===== src/rtl/vx_pending_tracker_pkg.sv =====
`default_nettype none
// ============================================================================
// Module   : vx_pending_tracker_pkg
// Purpose  : Shared types and helpers for the pending-instruction tracker.
//            Provides the drain FSM state encoding and the warp-id width
//            helper used to size every wid field in the tracker slice.
// Contents : drain_state_e, wid_width()
// Revision : 1.0 - initial release
// ============================================================================
package vx_pending_tracker_pkg;

  // Warp-id width: at least one bit, even for a single-warp configuration.
  function automatic int wid_width(input int num_warps);
    return (num_warps > 1) ? $clog2(num_warps) : 1;
  endfunction

  // Drain (fence) request/response FSM encoding.
  typedef enum logic [1:0] {
    IDLE = 2'd0,
    WAIT = 2'd1,
    RSP  = 2'd2
  } drain_state_e;

endpackage : vx_pending_tracker_pkg
`default_nettype wire


===== src/rtl/vx_pending_tracker_if.sv =====
`default_nettype none
// ============================================================================
// Module   : vx_pending_tracker_if
// Purpose  : Handshake bundle between the scheduler/commit side and the
//            pending tracker.
// Signals  : issue_valid/issue_wid/issue_ready  - issue throttle
//            committed_warps                    - per-warp commit pulses
//            drain_req_valid/wid/ready          - drain request
//            drain_rsp_valid/wid/ready          - drain response
// Modports : master - drives issue, commits, drain requests
//            slave  - the tracker itself
// Revision : 1.0 - initial release
// ============================================================================
interface vx_pending_tracker_if
  import vx_pending_tracker_pkg::*;
#(
  parameter int NUM_WARPS = 4,
  parameter int NW_W      = wid_width(NUM_WARPS)
);

  logic                 issue_valid;
  logic [NW_W-1:0]      issue_wid;
  logic                 issue_ready;
  logic [NUM_WARPS-1:0] committed_warps;
  logic                 drain_req_valid;
  logic [NW_W-1:0]      drain_req_wid;
  logic                 drain_req_ready;
  logic                 drain_rsp_valid;
  logic [NW_W-1:0]      drain_rsp_wid;
  logic                 drain_rsp_ready;

  modport master (
    output issue_valid, issue_wid, committed_warps,
    output drain_req_valid, drain_req_wid, drain_rsp_ready,
    input  issue_ready, drain_req_ready, drain_rsp_valid, drain_rsp_wid
  );

  modport slave (
    input  issue_valid, issue_wid, committed_warps,
    input  drain_req_valid, drain_req_wid, drain_rsp_ready,
    output issue_ready, drain_req_ready, drain_rsp_valid, drain_rsp_wid
  );

endinterface : vx_pending_tracker_if
`default_nettype wire


===== src/rtl/vx_pending_tracker_ctr.sv =====
`default_nettype none
// ============================================================================
// Module   : vx_pending_ctr
// Purpose  : Single-warp in-flight instruction counter. Counts up on inc,
//            down on dec, holds when both or neither are set. Saturates at
//            both ends; a dec against an empty counter is flagged.
// Ports    : clk, reset_n     - clock, async active-low reset
//            inc, dec         - up / down requests for this cycle
//            count            - registered count
//            full, zero       - count at max / at zero
//            underflow        - combinational strobe: dec-only while zero
// Revision : 1.0 - initial release
// ============================================================================
module vx_pending_ctr #(
  parameter int CTR_W = 4
) (
  input  wire logic             clk,
  input  wire logic             reset_n,
  input  wire logic             inc,
  input  wire logic             dec,
  output logic      [CTR_W-1:0] count,
  output logic                  full,
  output logic                  zero,
  output logic                  underflow
);

  localparam logic [CTR_W-1:0] CNT_MAX = '1;

  logic [CTR_W-1:0] r_count;

  always_ff @(posedge clk or negedge reset_n) begin
    if (!reset_n) begin
      r_count <= '0;
    end else if (inc && !dec && (r_count != CNT_MAX)) begin
      r_count <= r_count + CTR_W'(1);
    end else if (dec && !inc && (r_count != '0)) begin
      r_count <= r_count - CTR_W'(1);
    end
  end

  assign count     = r_count;
  assign full      = (r_count == CNT_MAX);
  assign zero      = (r_count == '0);
  // A simultaneous inc cancels the dec, so only a lone dec can underflow.
  assign underflow = dec && !inc && (r_count == '0);

endmodule : vx_pending_ctr
`default_nettype wire


===== src/rtl/vx_pending_tracker.sv =====
`default_nettype none
// ============================================================================
// Module   : vx_pending_tracker
// Purpose  : Scheduler-side tracker of in-flight instructions per warp.
//            +1 per issue fire, -1 per committed-warp pulse. Throttles issue
//            to full warps and serves single-outstanding drain requests that
//            respond once the requested warp has nothing in flight.
// Ports    : clk, reset_n     - clock, async active-low reset
//            bus (slave)      - issue / commit / drain handshakes
//            pending          - per warp: count != 0
//            full             - per warp: count at maximum
//            pending_total    - sum of all counts
//            underflow_err    - sticky: commit seen against an empty warp
// Revision : 1.0 - initial release
// ============================================================================
module vx_pending_tracker
  import vx_pending_tracker_pkg::*;
#(
  parameter  int NUM_WARPS = 4,
  parameter  int CTR_W     = 4,
  localparam int NW_W      = wid_width(NUM_WARPS),
  localparam int TOT_W     = CTR_W + NW_W
) (
  input  wire logic                 clk,
  input  wire logic                 reset_n,
  vx_pending_tracker_if.slave       bus,
  output logic      [NUM_WARPS-1:0] pending,
  output logic      [NUM_WARPS-1:0] full,
  output logic      [TOT_W-1:0]     pending_total,
  output logic                      underflow_err
);

  // Full wid decode range; ids beyond NUM_WARPS map to "not full, empty".
  localparam int WID_SPAN = 1 << NW_W;

  drain_state_e     r_state;
  drain_state_e     w_state_next;
  logic [NW_W-1:0]  r_cap_wid;
  logic             r_underflow_err;

  logic [CTR_W-1:0]     w_count [NUM_WARPS];
  logic [NUM_WARPS-1:0] w_full;
  logic [NUM_WARPS-1:0] w_zero;
  logic [NUM_WARPS-1:0] w_underflow;
  logic [WID_SPAN-1:0]  w_full_pad;
  logic [WID_SPAN-1:0]  w_zero_pad;
  logic                 w_issue_ready;
  logic                 w_issue_fire;
  logic                 w_req_fire;
  logic [TOT_W-1:0]     w_total;

  // --------------------------------------------------------------------------
  // Issue throttle: depends only on registered state, so a commit arriving
  // in the same cycle never unblocks a full warp until the next cycle.
  // --------------------------------------------------------------------------
  always_comb begin
    w_full_pad                = '0;
    w_full_pad[NUM_WARPS-1:0] = w_full;
    w_zero_pad                = '1;
    w_zero_pad[NUM_WARPS-1:0] = w_zero;
  end

  assign w_issue_ready = !w_full_pad[bus.issue_wid] &&
                         !((r_state == WAIT) && (bus.issue_wid == r_cap_wid));
  assign w_issue_fire  = bus.issue_valid && w_issue_ready;
  assign bus.issue_ready = w_issue_ready;

  // --------------------------------------------------------------------------
  // Per-warp counters
  // --------------------------------------------------------------------------
  generate
    for (genvar w = 0; w < NUM_WARPS; w++) begin : g_warp
      vx_pending_ctr #(
        .CTR_W (CTR_W)
      ) u_ctr (
        .clk       (clk),
        .reset_n   (reset_n),
        .inc       (w_issue_fire && (bus.issue_wid == NW_W'(w))),
        .dec       (bus.committed_warps[w]),
        .count     (w_count[w]),
        .full      (w_full[w]),
        .zero      (w_zero[w]),
        .underflow (w_underflow[w])
      );
    end
  endgenerate

  always_ff @(posedge clk or negedge reset_n) begin
    if (!reset_n) begin
      r_underflow_err <= 1'b0;
    end else if (|w_underflow) begin
      r_underflow_err <= 1'b1;
    end
  end

  // --------------------------------------------------------------------------
  // Status outputs
  // --------------------------------------------------------------------------
  always_comb begin
    w_total = '0;
    for (int w = 0; w < NUM_WARPS; w++) begin
      w_total = w_total + TOT_W'(w_count[w]);
    end
  end

  assign pending       = ~w_zero;
  assign full          = w_full;
  assign pending_total = w_total;
  assign underflow_err = r_underflow_err;

  // --------------------------------------------------------------------------
  // Drain FSM: state register
  // --------------------------------------------------------------------------
  assign w_req_fire = (r_state == IDLE) && bus.drain_req_valid;

  always_ff @(posedge clk or negedge reset_n) begin
    if (!reset_n) begin
      r_state   <= IDLE;
      r_cap_wid <= '0;
    end else begin
      r_state <= w_state_next;
      if (w_req_fire) begin
        r_cap_wid <= bus.drain_req_wid;
      end
    end
  end

  // --------------------------------------------------------------------------
  // Drain FSM: next state
  // --------------------------------------------------------------------------
  always_comb begin
    w_state_next = r_state;
    case (r_state)
      IDLE: if (bus.drain_req_valid)      w_state_next = WAIT;
      // Looks at the registered count, so the response trails the last
      // commit by one cycle.
      WAIT: if (w_zero_pad[r_cap_wid])    w_state_next = RSP;
      RSP:  if (bus.drain_rsp_ready)      w_state_next = IDLE;
      default:                            w_state_next = IDLE;
    endcase
  end

  // --------------------------------------------------------------------------
  // Drain FSM: outputs
  // --------------------------------------------------------------------------
  always_comb begin
    bus.drain_req_ready = 1'b0;
    bus.drain_rsp_valid = 1'b0;
    bus.drain_rsp_wid   = r_cap_wid;
    case (r_state)
      IDLE:    bus.drain_req_ready = 1'b1;
      RSP:     bus.drain_rsp_valid = 1'b1;
      default: ;
    endcase
  end

endmodule : vx_pending_tracker
`default_nettype wire


===== src/flat_wrapper.sv =====
// flat-port wrapper written by rule: the top's interface ports become plain ports
module vx_pending_tracker_flat import vx_pending_tracker_pkg::*;
#(
  parameter  int NUM_WARPS = 4,
  parameter  int CTR_W     = 4,
  localparam int NW_W      = wid_width(NUM_WARPS),
  localparam int TOT_W     = CTR_W + NW_W
)
  (clk, reset_n, pending, full, pending_total, underflow_err, bus_issue_valid, bus_issue_wid, bus_committed_warps, bus_drain_req_valid, bus_drain_req_wid, bus_drain_rsp_ready, bus_issue_ready, bus_drain_req_ready, bus_drain_rsp_valid, bus_drain_rsp_wid);
  vx_pending_tracker_if #(.NUM_WARPS(NUM_WARPS), .NW_W((2))) bus_i ();
  input  wire logic clk;
  input  wire logic reset_n;
  output logic      [NUM_WARPS-1:0] pending;
  output logic      [NUM_WARPS-1:0] full;
  output logic      [TOT_W-1:0] pending_total;
  output logic underflow_err;
  input wire logic [$bits(bus_i.issue_valid)-1:0] bus_issue_valid;
  input wire logic [$bits(bus_i.issue_wid)-1:0] bus_issue_wid;
  input wire logic [$bits(bus_i.committed_warps)-1:0] bus_committed_warps;
  input wire logic [$bits(bus_i.drain_req_valid)-1:0] bus_drain_req_valid;
  input wire logic [$bits(bus_i.drain_req_wid)-1:0] bus_drain_req_wid;
  input wire logic [$bits(bus_i.drain_rsp_ready)-1:0] bus_drain_rsp_ready;
  output wire logic [$bits(bus_i.issue_ready)-1:0] bus_issue_ready;
  output wire logic [$bits(bus_i.drain_req_ready)-1:0] bus_drain_req_ready;
  output wire logic [$bits(bus_i.drain_rsp_valid)-1:0] bus_drain_rsp_valid;
  output wire logic [$bits(bus_i.drain_rsp_wid)-1:0] bus_drain_rsp_wid;
  assign bus_i.issue_valid = bus_issue_valid;
  assign bus_i.issue_wid = bus_issue_wid;
  assign bus_i.committed_warps = bus_committed_warps;
  assign bus_i.drain_req_valid = bus_drain_req_valid;
  assign bus_i.drain_req_wid = bus_drain_req_wid;
  assign bus_i.drain_rsp_ready = bus_drain_rsp_ready;
  assign bus_issue_ready = bus_i.issue_ready;
  assign bus_drain_req_ready = bus_i.drain_req_ready;
  assign bus_drain_rsp_valid = bus_i.drain_rsp_valid;
  assign bus_drain_rsp_wid = bus_i.drain_rsp_wid;
  vx_pending_tracker #(.NUM_WARPS(NUM_WARPS), .CTR_W(CTR_W)) u_core (.clk(clk), .reset_n(reset_n), .bus(bus_i), .pending(pending), .full(full), .pending_total(pending_total), .underflow_err(underflow_err));
endmodule

===== config.mk =====
export PLATFORM = sky130hd
export DESIGN_NAME = vx_pending_tracker_flat
export DESIGN_NICKNAME = d
export VERILOG_FILES = /design/src/rtl/vx_pending_tracker_pkg.sv /design/src/rtl/vx_pending_tracker_if.sv /design/src/rtl/vx_pending_tracker_ctr.sv /design/src/rtl/vx_pending_tracker.sv /design/src/flat_wrapper.sv
export SDC_FILE = /design/constraint.sdc
export NUM_CORES = 1
export LEC_CHECK = 0
export BUFFER_PORTS_ARGS = -buffer_cell sky130_fd_sc_hd__buf_2
export CAP_MARGIN = 20
export CORE_ASPECT_RATIO = 0.8
export CORE_MARGIN = 8
export CORE_UTILIZATION = 51
export CTS_BUF_LIST = sky130_fd_sc_hd__clkbuf_16
export DETAILED_ROUTE_END_ITERATION = 10
export GPL_ROUTABILITY_DRIVEN = 0
export MAX_ROUTING_LAYER = met4
export PLACE_DENSITY_LB_ADDON = 0.05
export SETUP_SLACK_MARGIN = 0.3
export SLEW_MARGIN = 20
export SYNTH_ARGS = -nofsm -noshare
export SYNTH_HDL_FRONTEND = slang
export SYNTH_SLANG_ARGS = --single-unit

===== constraint.sdc =====
create_clock -name clk -period 5.7 [get_ports clk]
set_input_delay 1.14 -clock clk [delete_from_list [all_inputs] [get_ports clk]]
set_output_delay 1.14 -clock clk [all_outputs]
set_load 0.01 [all_outputs]

==> impl_results.md <==
- Met3 GRT Util: 4.51%
- Sequential Area: around 530 um^2
- Crit path cell chain: ha_1, fa_1, inv_1, fa_1, inv_1, ha_1, fa_1, a21o_1, a21o_1, buf_2
- Sequential area share after synthesis: between 20 and 30%
- Latest clock arrival within the worst-skew pair: 0.26 ns
- CP endpoint: pending_total[5]
- Setup violations, final: 0
- Total Routing Usage GR: 15.4%
- Via-to-Cell Ratio: a little under 6
- Largest net degree at the start of global routing: 22
- # rows: 20
- Routed len/inst: 16.4 um
- Critical Path End Type: output pin
- Critical R2R Capture: u_core.g_warp[2].u_ctr.count[3]
- #FFs+latches synth: 21
- Worst Path Required: around 4.6 ns
- Setup Buffers After CTS: 0
- Ys flop type: dfrtp_1
- Worst Skew: just under 0.005 ns
- CTS tree: yes
- Worst Reg-to-Reg Cells: 9
- Gr busiest metal: met2
- Status: completed
- Post-DP HPWL: approximately 3.6 mm
- Number of diodes: 0
- Yosys warns: 0
- Initial antenna violation count: 0
- Final period utilization: 75.1%
- Initial core utilization: ~52%
- RSZ-0062 raised after global routing: false
- Max stage delay cell, worst path: fa_1
- Global-route wire length before repair: roughly 7.3 mm
- Final Max Slew Viols: 0
- Remaining DRCs: 0
- Gr ovfl total: 0
- Max Fclk: around 0.23 GHz
- Synthesized instance count: between 150 and 200
- Minimum clock period: between 4 and 5 ns
- Hold Fails Final Rpt: 0
- Post-synthesis cell area: approximately 0.0019 mm^2
- IO Port Bufs: 32
- Ys async rst share: 100%
- Clk buf depth: 2
- Area delta synth->final: 12.7%
- Clock root buffer: clkbuf_16
- Worst hold path class: flop to flop
- Final WL: around 4.4 mm
- # clock sinks: 21
- CP Class: flop to output pin
- CP Launch Type: flop
- Post_cts resized: 0
- Final nets: 264
- Die width: approximately 85 um
- Worst-path fanout max: 6
- CTS Buf Count: 3
- Fraction of layout cells with a size suffix above 1: 17.9%
- Count of flip-flops with a built-in enable after synthesis: 0
- Met1 usage: approximately 20%
- Worst-margin pin slew: between 0.7 and 0.8 ns
- M2 GR Usage: a little under a quarter
- Filler cells: around 340
- Initial DRC count: 90
- Reg2reg start: u_core.g_warp[2].u_ctr.count[1]
- Reg2Reg Setup Slack: around 2.9 ns
- DR pass1 iterations: 4
- Critical Path AT: roughly 3.1 ns
- H-tree levels: 1
- Max cap viols: 0
- Crit-path max cell delay: about 0.48 ns
- Vias in the first global route: between 1500 and 2000
- Mean Syn Cell Area: 9.87 um^2
- Final setup TNS: 0 ns
- Beginning of the critical path: u_core.g_warp[1].u_ctr.count[0]
- Area of the multi-input gates: ~0.0012 mm^2
- I/O pin count: 33
- DR vias: between 1500 and 2000
- Die ar.: ~0.0060 mm^2
- Synth cell types: 46
- CP most frequent cell: fa_1
- CORE AREA: between 0.003 and 0.004 mm^2
- Die height: 70.8 um
- # hold bufs at CTS: 0
- Worst-path clk slew: 0.06 ns
- Max_slew headroom: between 50% and 60%
- Post-route ant nets: 0
- Post-synth net total: approximately 230
## logic make-up after synthesis
kind of cell / synth area share [%]
compound gates: 16.5
buf+inv: 7.45
xor+xnor: 6.86
mux: 7.45
flops: 27.5
fa+ha+maj: 20.9
simple gates: 13.4
## routing by layer
metal	vias to the layer above	wire [um]
li1	756	-
met1	737	2110
met2	50	1990
met3	2	270
met4	0	8
met5	-	0
## worst max-delay path, delay by kind of cell, from the launching register on
kind / cells / cell delay, ns
adders and majority gates: 5 / 1.85
buffers and inverters: 3 / 0.23
DFF: 1 / 0.46
AOI/OAI and AO/OA: 2 / 0.35
## cells in the final DEF (no fill, tap or decap), types with 7 or more instances in the layout
cell type | netlist | routed
xnor2_1 | 11 | 11
fa_1 | 10 | 10
a21o_1 | 10 | 10
a21oi_1 | 10 | 10
dfrtp_1 | 21 | 21
inv_1 | 24 | 24
ha_1 | 16 | 16
nor2_1 | 7 | 7
buf_2 | 0 | 32
## registers in the layout, indices dropped and copies added, names as in the netlist
signal / flops
u_core.underflow_err: 1
u_core.bus.drain_rsp_wid: 2
u_core.g_warp.u_ctr.count: 16
u_core.r_state: 2
## final cells by class
| cell class | instances | area share [%] |
|---|---|---|
| clock buffers | 3 | 3.48 |
| repair buffers | 32 | 7.42 |
| clock inverters | 1 | 0.232 |
| multi-input cells | 143 | 57.8 |
| flip-flops and latches | 21 | 24.4 |
| well taps | 44 | 2.55 |
| inverters | 24 | 4.18 |
## how the worst min path moves through the flow
stage / startpoint / end / slack (ns) / cells after the start
detailed placement: u_core.r_state[1] / u_core.r_state[0] / 0.47 / 1
floorplan: u_core.r_state[1] / u_core.r_state[0] / 0.43 / 1
global placement: u_core.r_state[1] / u_core.r_state[0] / 0.46 / 1
global route: u_core.r_state[1] / u_core.r_state[0] / 0.50 / 1
finish: u_core.r_state[1] / u_core.r_state[0] / 0.47 / 1
CTS: u_core.r_state[1] / u_core.r_state[0] / 0.48 / 1
## cell usage after synthesis (2+ instances only)
master / number / share of area (%)
or3_1: 2 / 0.65
dfrtp_1: 21 / 27
fa_1: 10 / 10
mux2_2: 3 / 1.8
nand2b_1: 2 / 0.65
nand3_1: 4 / 1.0
o21ai_0: 4 / 1.0
nor4_1: 5 / 1.6
a22o_1: 3 / 1.4
nand4_1: 2 / 0.65
and3_1: 3 / 0.98
nand2_1: 6 / 1.2
a21o_1: 10 / 3.9
xnor2_1: 11 / 5.0
nand3b_1: 2 / 0.78
buf_4: 4 / 1.6
and2_1: 4 / 1.3
xor2_1: 4 / 1.8
buf_6: 2 / 1.2
mux2i_1: 6 / 3.1
nor2_1: 7 / 1.4
ha_1: 16 / 10
o22ai_1: 2 / 0.65
inv_1: 24 / 4.7
and4_1: 3 / 1.4
a31oi_1: 5 / 1.6
a21oi_1: 10 / 2.6
## metrics by stage
stage | util, % | std cells | hold slack (ns) | setup WS (ns) | instance area, um^2
4_1_cts | 58.2 | 268 | 0.478 | 1.42 | 2160
2_1_floorplan | - | 194 | 0.434 | 1.91 | 1910
5_1_grt | 58.2 | 268 | 0.505 | 1.35 | 2160
6_report | 58.2 | 268 | 0.473 | 1.42 | 2160
3_5_place_dp | 56.1 | 264 | 0.471 | 1.69 | 2080
3_3_place_gp | 56.1 | 264 | 0.462 | 1.75 | 2080
Power is left out: the tool's default activity adds up to more than one toggle a clock period on the data nets, which glitch-free logic cannot reach.
